### src/rtl/fsm_counter_mc_if.sv
// Control/status bundle between the register slave and the multi-channel
// counter. Packed per-channel lanes: [ch] selects a channel, and
// i_num_cnt/o_cnt put channel c in bits [c*CNT_BIT +: CNT_BIT].
interface fsm_counter_mc_if #(
  parameter int NUM_CH  = 4,
  parameter int CNT_BIT = 31
);
  logic [NUM_CH-1:0]              i_run;
  logic [NUM_CH-1:0]              i_abort;
  logic [NUM_CH-1:0]              i_mode;
  logic [NUM_CH-1:0][CNT_BIT-1:0] i_num_cnt;
  logic [NUM_CH-1:0]              i_clr_done;
  logic [NUM_CH-1:0]              i_irq_en;
  logic [NUM_CH-1:0]              o_idle;
  logic [NUM_CH-1:0]              o_running;
  logic [NUM_CH-1:0]              o_done;
  logic [NUM_CH-1:0]              o_done_sticky;
  logic [NUM_CH-1:0][CNT_BIT-1:0] o_cnt;
  logic                           o_irq;

  // Register slave side drives controls and reads status.
  modport master (
    output i_run, i_abort, i_mode, i_num_cnt, i_clr_done, i_irq_en,
    input  o_idle, o_running, o_done, o_done_sticky, o_cnt, o_irq
  );

  // Counter side.
  modport slave (
    input  i_run, i_abort, i_mode, i_num_cnt, i_clr_done, i_irq_en,
    output o_idle, o_running, o_done, o_done_sticky, o_cnt, o_irq
  );
endinterface

### src/rtl/fsm_counter_mc.sv
// Multi-channel cycle counter. Each channel is an IDLE/RUN/DONE FSM that
// counts a latched target N (RUN lasts N cycles, DONE lasts one), with
// one-shot or periodic reload, abort, a sticky done flag, and a shared
// registered IRQ.

// One counter channel.
module fsm_counter_ch #(
  parameter int CNT_BIT = 31
) (
  input  logic               clk,
  input  logic               reset_n,
  input  logic               run,
  input  logic               abort,
  input  logic               mode,
  input  logic [CNT_BIT-1:0] num_cnt,
  input  logic               clr_done,
  output logic               idle,
  output logic               running,
  output logic               done,
  output logic               sticky,
  output logic [CNT_BIT-1:0] cnt
);
  typedef enum logic [1:0] {
    IDLE = 2'b00,
    RUN  = 2'b01,
    DONE = 2'b10
  } state_e;

  localparam logic [CNT_BIT-1:0] ONE = CNT_BIT'(1);

  state_e             state_q, state_d;
  logic [CNT_BIT-1:0] cnt_q, cnt_d;
  logic [CNT_BIT-1:0] n_q, n_d;
  logic               mode_q, mode_d;
  logic               sticky_q, sticky_d;
  logic               set_sticky;

  // State, count, latched target/mode and sticky flag.
  always_ff @(posedge clk or negedge reset_n) begin
    if (!reset_n) begin
      state_q  <= IDLE;
      cnt_q    <= '0;
      n_q      <= '0;
      mode_q   <= 1'b0;
      sticky_q <= 1'b0;
    end else begin
      state_q  <= state_d;
      cnt_q    <= cnt_d;
      n_q      <= n_d;
      mode_q   <= mode_d;
      sticky_q <= sticky_d;
    end
  end

  // Next state. Abort always wins over run/reload; a zero target never
  // starts or reloads, so n_q is nonzero whenever n_q - 1 is used.
  always_comb begin
    state_d    = state_q;
    cnt_d      = cnt_q;
    n_d        = n_q;
    mode_d     = mode_q;
    set_sticky = 1'b0;
    case (state_q)
      IDLE: begin
        if (run && !abort && num_cnt != '0) begin
          state_d = RUN;
          n_d     = num_cnt;
          mode_d  = mode;
          cnt_d   = '0;
        end
      end
      RUN: begin
        if (abort) begin
          state_d = IDLE;
        end else if (cnt_q == n_q - ONE) begin
          state_d    = DONE;
          set_sticky = 1'b1;
        end else begin
          cnt_d = cnt_q + ONE;
        end
      end
      DONE: begin
        if (!abort && mode_q && num_cnt != '0) begin
          state_d = RUN;
          n_d     = num_cnt;
          cnt_d   = '0;
        end else begin
          state_d = IDLE;
        end
      end
      default: state_d = IDLE;
    endcase
    // Setting on DONE entry beats a simultaneous clear.
    sticky_d = set_sticky | (sticky_q & ~clr_done);
  end

  assign idle    = (state_q == IDLE);
  assign running = (state_q == RUN);
  assign done    = (state_q == DONE);
  assign sticky  = sticky_q;
  assign cnt     = cnt_q;
endmodule

module fsm_counter_mc #(
  parameter int NUM_CH  = 4,
  parameter int CNT_BIT = 31
) (
  input logic             clk,
  input logic             reset_n,
  fsm_counter_mc_if.slave bus
);
  logic [NUM_CH-1:0]              idle_v, running_v, done_v, sticky_v;
  logic [NUM_CH-1:0][CNT_BIT-1:0] cnt_v;
  logic                           irq_q;

  for (genvar c = 0; c < NUM_CH; c++) begin : g_ch
    fsm_counter_ch #(.CNT_BIT(CNT_BIT)) u_ch (
      .clk      (clk),
      .reset_n  (reset_n),
      .run      (bus.i_run[c]),
      .abort    (bus.i_abort[c]),
      .mode     (bus.i_mode[c]),
      .num_cnt  (bus.i_num_cnt[c]),
      .clr_done (bus.i_clr_done[c]),
      .idle     (idle_v[c]),
      .running  (running_v[c]),
      .done     (done_v[c]),
      .sticky   (sticky_v[c]),
      .cnt      (cnt_v[c])
    );
  end

  // IRQ trails the sticky/enable combination by one cycle.
  always_ff @(posedge clk or negedge reset_n) begin
    if (!reset_n) irq_q <= 1'b0;
    else          irq_q <= |(sticky_v & bus.i_irq_en);
  end

  assign bus.o_idle        = idle_v;
  assign bus.o_running     = running_v;
  assign bus.o_done        = done_v;
  assign bus.o_done_sticky = sticky_v;
  assign bus.o_cnt         = cnt_v;
  assign bus.o_irq         = irq_q;
endmodule

### src/flat_wrapper.sv
// flat-port wrapper written by rule: the top's interface ports become plain ports
module fsm_counter_mc_flat 
#(
  parameter int NUM_CH  = 4,
  parameter int CNT_BIT = 31
)
  (clk, reset_n, bus_i_run, bus_i_abort, bus_i_mode, bus_i_num_cnt, bus_i_clr_done, bus_i_irq_en, bus_o_idle, bus_o_running, bus_o_done, bus_o_done_sticky, bus_o_cnt, bus_o_irq);
  fsm_counter_mc_if #(.NUM_CH(NUM_CH), .CNT_BIT(CNT_BIT)) bus_i ();
  input logic clk;
  input logic reset_n;
  input wire logic [$bits(bus_i.i_run)-1:0] bus_i_run;
  input wire logic [$bits(bus_i.i_abort)-1:0] bus_i_abort;
  input wire logic [$bits(bus_i.i_mode)-1:0] bus_i_mode;
  input wire logic [$bits(bus_i.i_num_cnt)-1:0] bus_i_num_cnt;
  input wire logic [$bits(bus_i.i_clr_done)-1:0] bus_i_clr_done;
  input wire logic [$bits(bus_i.i_irq_en)-1:0] bus_i_irq_en;
  output wire logic [$bits(bus_i.o_idle)-1:0] bus_o_idle;
  output wire logic [$bits(bus_i.o_running)-1:0] bus_o_running;
  output wire logic [$bits(bus_i.o_done)-1:0] bus_o_done;
  output wire logic [$bits(bus_i.o_done_sticky)-1:0] bus_o_done_sticky;
  output wire logic [$bits(bus_i.o_cnt)-1:0] bus_o_cnt;
  output wire logic [$bits(bus_i.o_irq)-1:0] bus_o_irq;
  assign bus_i.i_run = bus_i_run;
  assign bus_i.i_abort = bus_i_abort;
  assign bus_i.i_mode = bus_i_mode;
  assign bus_i.i_num_cnt = bus_i_num_cnt;
  assign bus_i.i_clr_done = bus_i_clr_done;
  assign bus_i.i_irq_en = bus_i_irq_en;
  assign bus_o_idle = bus_i.o_idle;
  assign bus_o_running = bus_i.o_running;
  assign bus_o_done = bus_i.o_done;
  assign bus_o_done_sticky = bus_i.o_done_sticky;
  assign bus_o_cnt = bus_i.o_cnt;
  assign bus_o_irq = bus_i.o_irq;
  fsm_counter_mc #(.NUM_CH(NUM_CH), .CNT_BIT(CNT_BIT)) u_core (.clk(clk), .reset_n(reset_n), .bus(bus_i));
endmodule
### config.mk
export PLATFORM = sky130hd
export DESIGN_NAME = fsm_counter_mc_flat
export DESIGN_NICKNAME = d
export VERILOG_FILES = /design/src/rtl/fsm_counter_mc_if.sv /design/src/rtl/fsm_counter_mc.sv /design/src/flat_wrapper.sv
export SDC_FILE = /design/constraint.sdc
export NUM_CORES = 1
export LEC_CHECK = 0
export ABC_AREA = 1
export CAP_MARGIN = 20
export CORE_UTILIZATION = 57
export DETAILED_ROUTE_END_ITERATION = 8
export GPL_ROUTABILITY_DRIVEN = 0
export PLACE_DENSITY = 0.93
export REMOVE_ABC_BUFFERS = 1
export SLEW_MARGIN = 40
export SYNTH_ARGS = -nofsm -noshare
export SYNTH_HDL_FRONTEND = slang
export SYNTH_HIERARCHICAL = 1
export SYNTH_SLANG_ARGS = --single-unit
### constraint.sdc
create_clock -name clk -period 2.6 [get_ports clk]
set_input_delay 0.65 -clock clk [delete_from_list [all_inputs] [get_ports clk]]
set_output_delay 0.65 -clock clk [all_outputs]
set_load 0.02 [all_outputs]
==> summary.txt <==
Nets = 3,713
antenna violations before repair = 0
Fmax achieved = 397 MHz
CP max FO = 9
Routed Antenna Nets = 0
CP startpoint = u_core/g_ch[3].u_ch/cnt[26]
Distinct cells, synth = 39
n_diodes = 0
Initial Utilization = 57.9%
r2r startpoint = u_core/g_ch[2].u_ch/n_q[0]
Yosys warnings = 6
Power Total = 21.0 mW
DRT Pass-1 Iters = 6
CTS tree = built
Die Wd = 192 um
Vias = 23,000
Min-Delay Startpoint = u_core/g_ch[1].u_ch/mode_q
LEAKAGE = 12.8 nW
post-route minimum period = 2520 ps
final setup violating endpoints = 0
Hold/Removal Path Class = flop to flop
vias in the first global route = 21,200
slowest CP cell = clkdlybuf4s50_1
WP buf/inv = 1
Num CTS Buffers = 30
Final WS setup = 81.3 ps
H-tree lvl count = 1
final hold violation count = 0
post-synthesis register bit count = 265
CP Launch Type = flop
share of cells above drive strength 1 = 8.60%
final count of pins violating max slew = 0
Tightest Pin Transition = 481 ps
number of max-cap violations = 0
via/cell ratio = 5.69
largest net degree at the start of global routing = 54
status = complete, no violations
worst hold slack = 513 ps
CP Class = flop to primary output
sequential-to-total area share from yosys stat = 32.3%
Post-Route WL = 65.9 mm
global-route wire length before repair = 104 mm
skew final = 11.2 ps
# rows = 69
root buffer cell = clkbuf_16
synthesis-to-layout area growth = 25.7%
unrepaired setup endpoints after global routing = yes
Req. time, crit path = 1950 ps
Pwr Density = 815 nW/um2
Slew headroom = 67.7%
period utilization = 96.9%
peak supply drop = 0.000806 V
DPL Wire Length = 48.5 mm
Crit path largest cell delay = 690 ps
GRT Residual Overflow = 0
worst path cell trace = clkdlybuf4s50_1
clk_lat worst skew = 580 ps
# DRC = 0
I/O pin count = 287
die area = 36,800 um2
Die Span Y = 192 um
I/O Buffers = 286
CP delay by family, top = buffers and inverters
Avg WL per Cell = 16.3 um
dpl ws = -367 ps
Post-Syn Area = 20,500 um2
Mapped Cells = 3,219
drt initial violations = 2,487
mean post-synth cell area = 6.38 um2
All-Layer GR Usage = 34.9%
clock slew at reported path FFs = 60 ps
core box area = 35,500 um2
CTS Buffer Depth = 3
Arr. time, crit path = 1870 ps
number of clock sinks = 265
Crit. End Element = primary output
stage by stage:
stage               std cells  utilization (%)  area (um2)  setup TNS (ps)
finish                   4043             72.7       25800               0
global route             4043             72.7       25800            -503
CTS                      4036             72.0       25500               0
detailed placement       3980             69.3       24600          -43830
global placement         3980             69.3       24600          -37580
floorplan                3112                -       20000         -106500
where the power goes:
group,internal (mW),switching (mW),total [mW]
Clock,2.38,1.79,4.16
Combinational,3.66,6.44,10.1
Sequential,5.22,1.53,6.75
Total,11.3,9.76,21.0
cells by family after synthesis:
kind of cell	synth area share (%)
AND/OR/NAND/NOR	45.9
buffers and inverters	9.65
flip-flops	32.3
XOR/XNOR	8.30
AO/OA/AOI/OAI	3.33
adder cells (fa/ha/maj)	0.488
cells in the mapped netlist (all sizes together):
master	n	area, um2
o21bai	5	37.5
nand2	1149	4400
clkbuf	64	240
buf	43	318
xnor2	69	604
and2	1	7.51
nand4	156	976
nor4b	3	26.3
o211ai	3	22.5
xnor3	1	22.5
nand3b	23	173
nor4	48	300
o22ai	4	25.0
o21ai	108	541
clkinv	1	3.75
nand3	247	1410
xor2	123	1080
nor2	449	1830
nor3b	3	22.5
a21boi	3	22.5
a21oi	7	35.0
dfrtp	265	6630
ha	8	100
nor3	58	290
inv	378	1420
tightest hold or removal path: stages (launching register included):
cell,delay (ps)
dfrtp_1,320
inv_1,50
a21oi_1,100
path summary, 6_finish.rpt:
check	slack (ps)	endpoint	cells after the start
worst max register to register	150	u_core/g_ch[2].u_ch/cnt[17]	17
max in group asynchronous	1350	u_core/g_ch[0].u_ch/n_q[6]	3
worst min-delay path	510	u_core/g_ch[1].u_ch/mode_q	2
worst max-delay path	80	bus_o_cnt[119]	1
min in group asynchronous	580	u_core/g_ch[3].u_ch/n_q[2]	2
worst min register to register	510	u_core/g_ch[1].u_ch/mode_q	2
routing by layer:
layer	vias to the layer above	track usage, %	part of all wire [%]	wire (um)
met5	-	0	0	0
met4	0	12.4	3.3	2200
met3	197	5.97	11	7190
met2	1409	56.2	46	30200
met1	10500	47.1	40	26400
li1	10900	-	-	-
sequential cells by signal (all words and copies together), names as in the netlist:
name	flops
u_core/g_ch.u_ch/state_q	8
u_core/g_ch.u_ch/sticky	4
u_core/g_ch.u_ch/cnt	124
u_core/g_ch.u_ch/mode_q	4
u_core/bus.o_irq	1
u_core/g_ch.u_ch/n_q	124
what timing repair did:
item                                    4_1_cts  5_1_grt
buffers inserted                              0        5
endpoints found under the hold margin        37        0
pin swaps                                     0        9
endpoints found under the setup margin       13      141
hold buffers                                  1        0
gates resized for setup                       4       50
gates cloned                                  0        2
area by class of cell:
class | instances | area, um2
Clock buffer | 41 | 853
Clock inverter | 14 | 97.6
Fill cell | 2720 | 9680
Inverter | 379 | 1420
Multi-Input combinational cell | 2469 | 12100
Sequential cell | 265 | 6630
Tap cell | 461 | 577
Timing Repair Buffer | 414 | 4110
cell usage in the layout, fill, tap and decap left out, types with 2 or more instances in the layout:
master           count
xnor2_1             69
dlymetal6s2s_1       6
nand3_1            214
nor2_2              40
nand3_2             32
clkinv_2            12
nor3_1              58
nor4_1              47
o21bai_1             5
nand3b_1            23
nand2_1           1123
dfrtp_1            264
clkbuf_16           32
o21ai_0             91
o211ai_1             3
o22ai_1              4
xor2_1             123
inv_2                6
nor2_1             393
ha_4                 4
nand2_2             20
buf_12              20
o21ai_1             15
nand2_4              6
inv_1              372
buf_4              106
a21oi_1              7
nor3b_1              3
clkbuf_1             6
clkdlybuf4s50_1    277
dlygate4sd2_1        2
o21ai_2              2
clkbuf_8             4
a21boi_0             3
nor2_4              14
nor2_8               2
nand4_1            156
ha_1                 4
nor4b_1              3
Power figures use the tool's default switching activity.
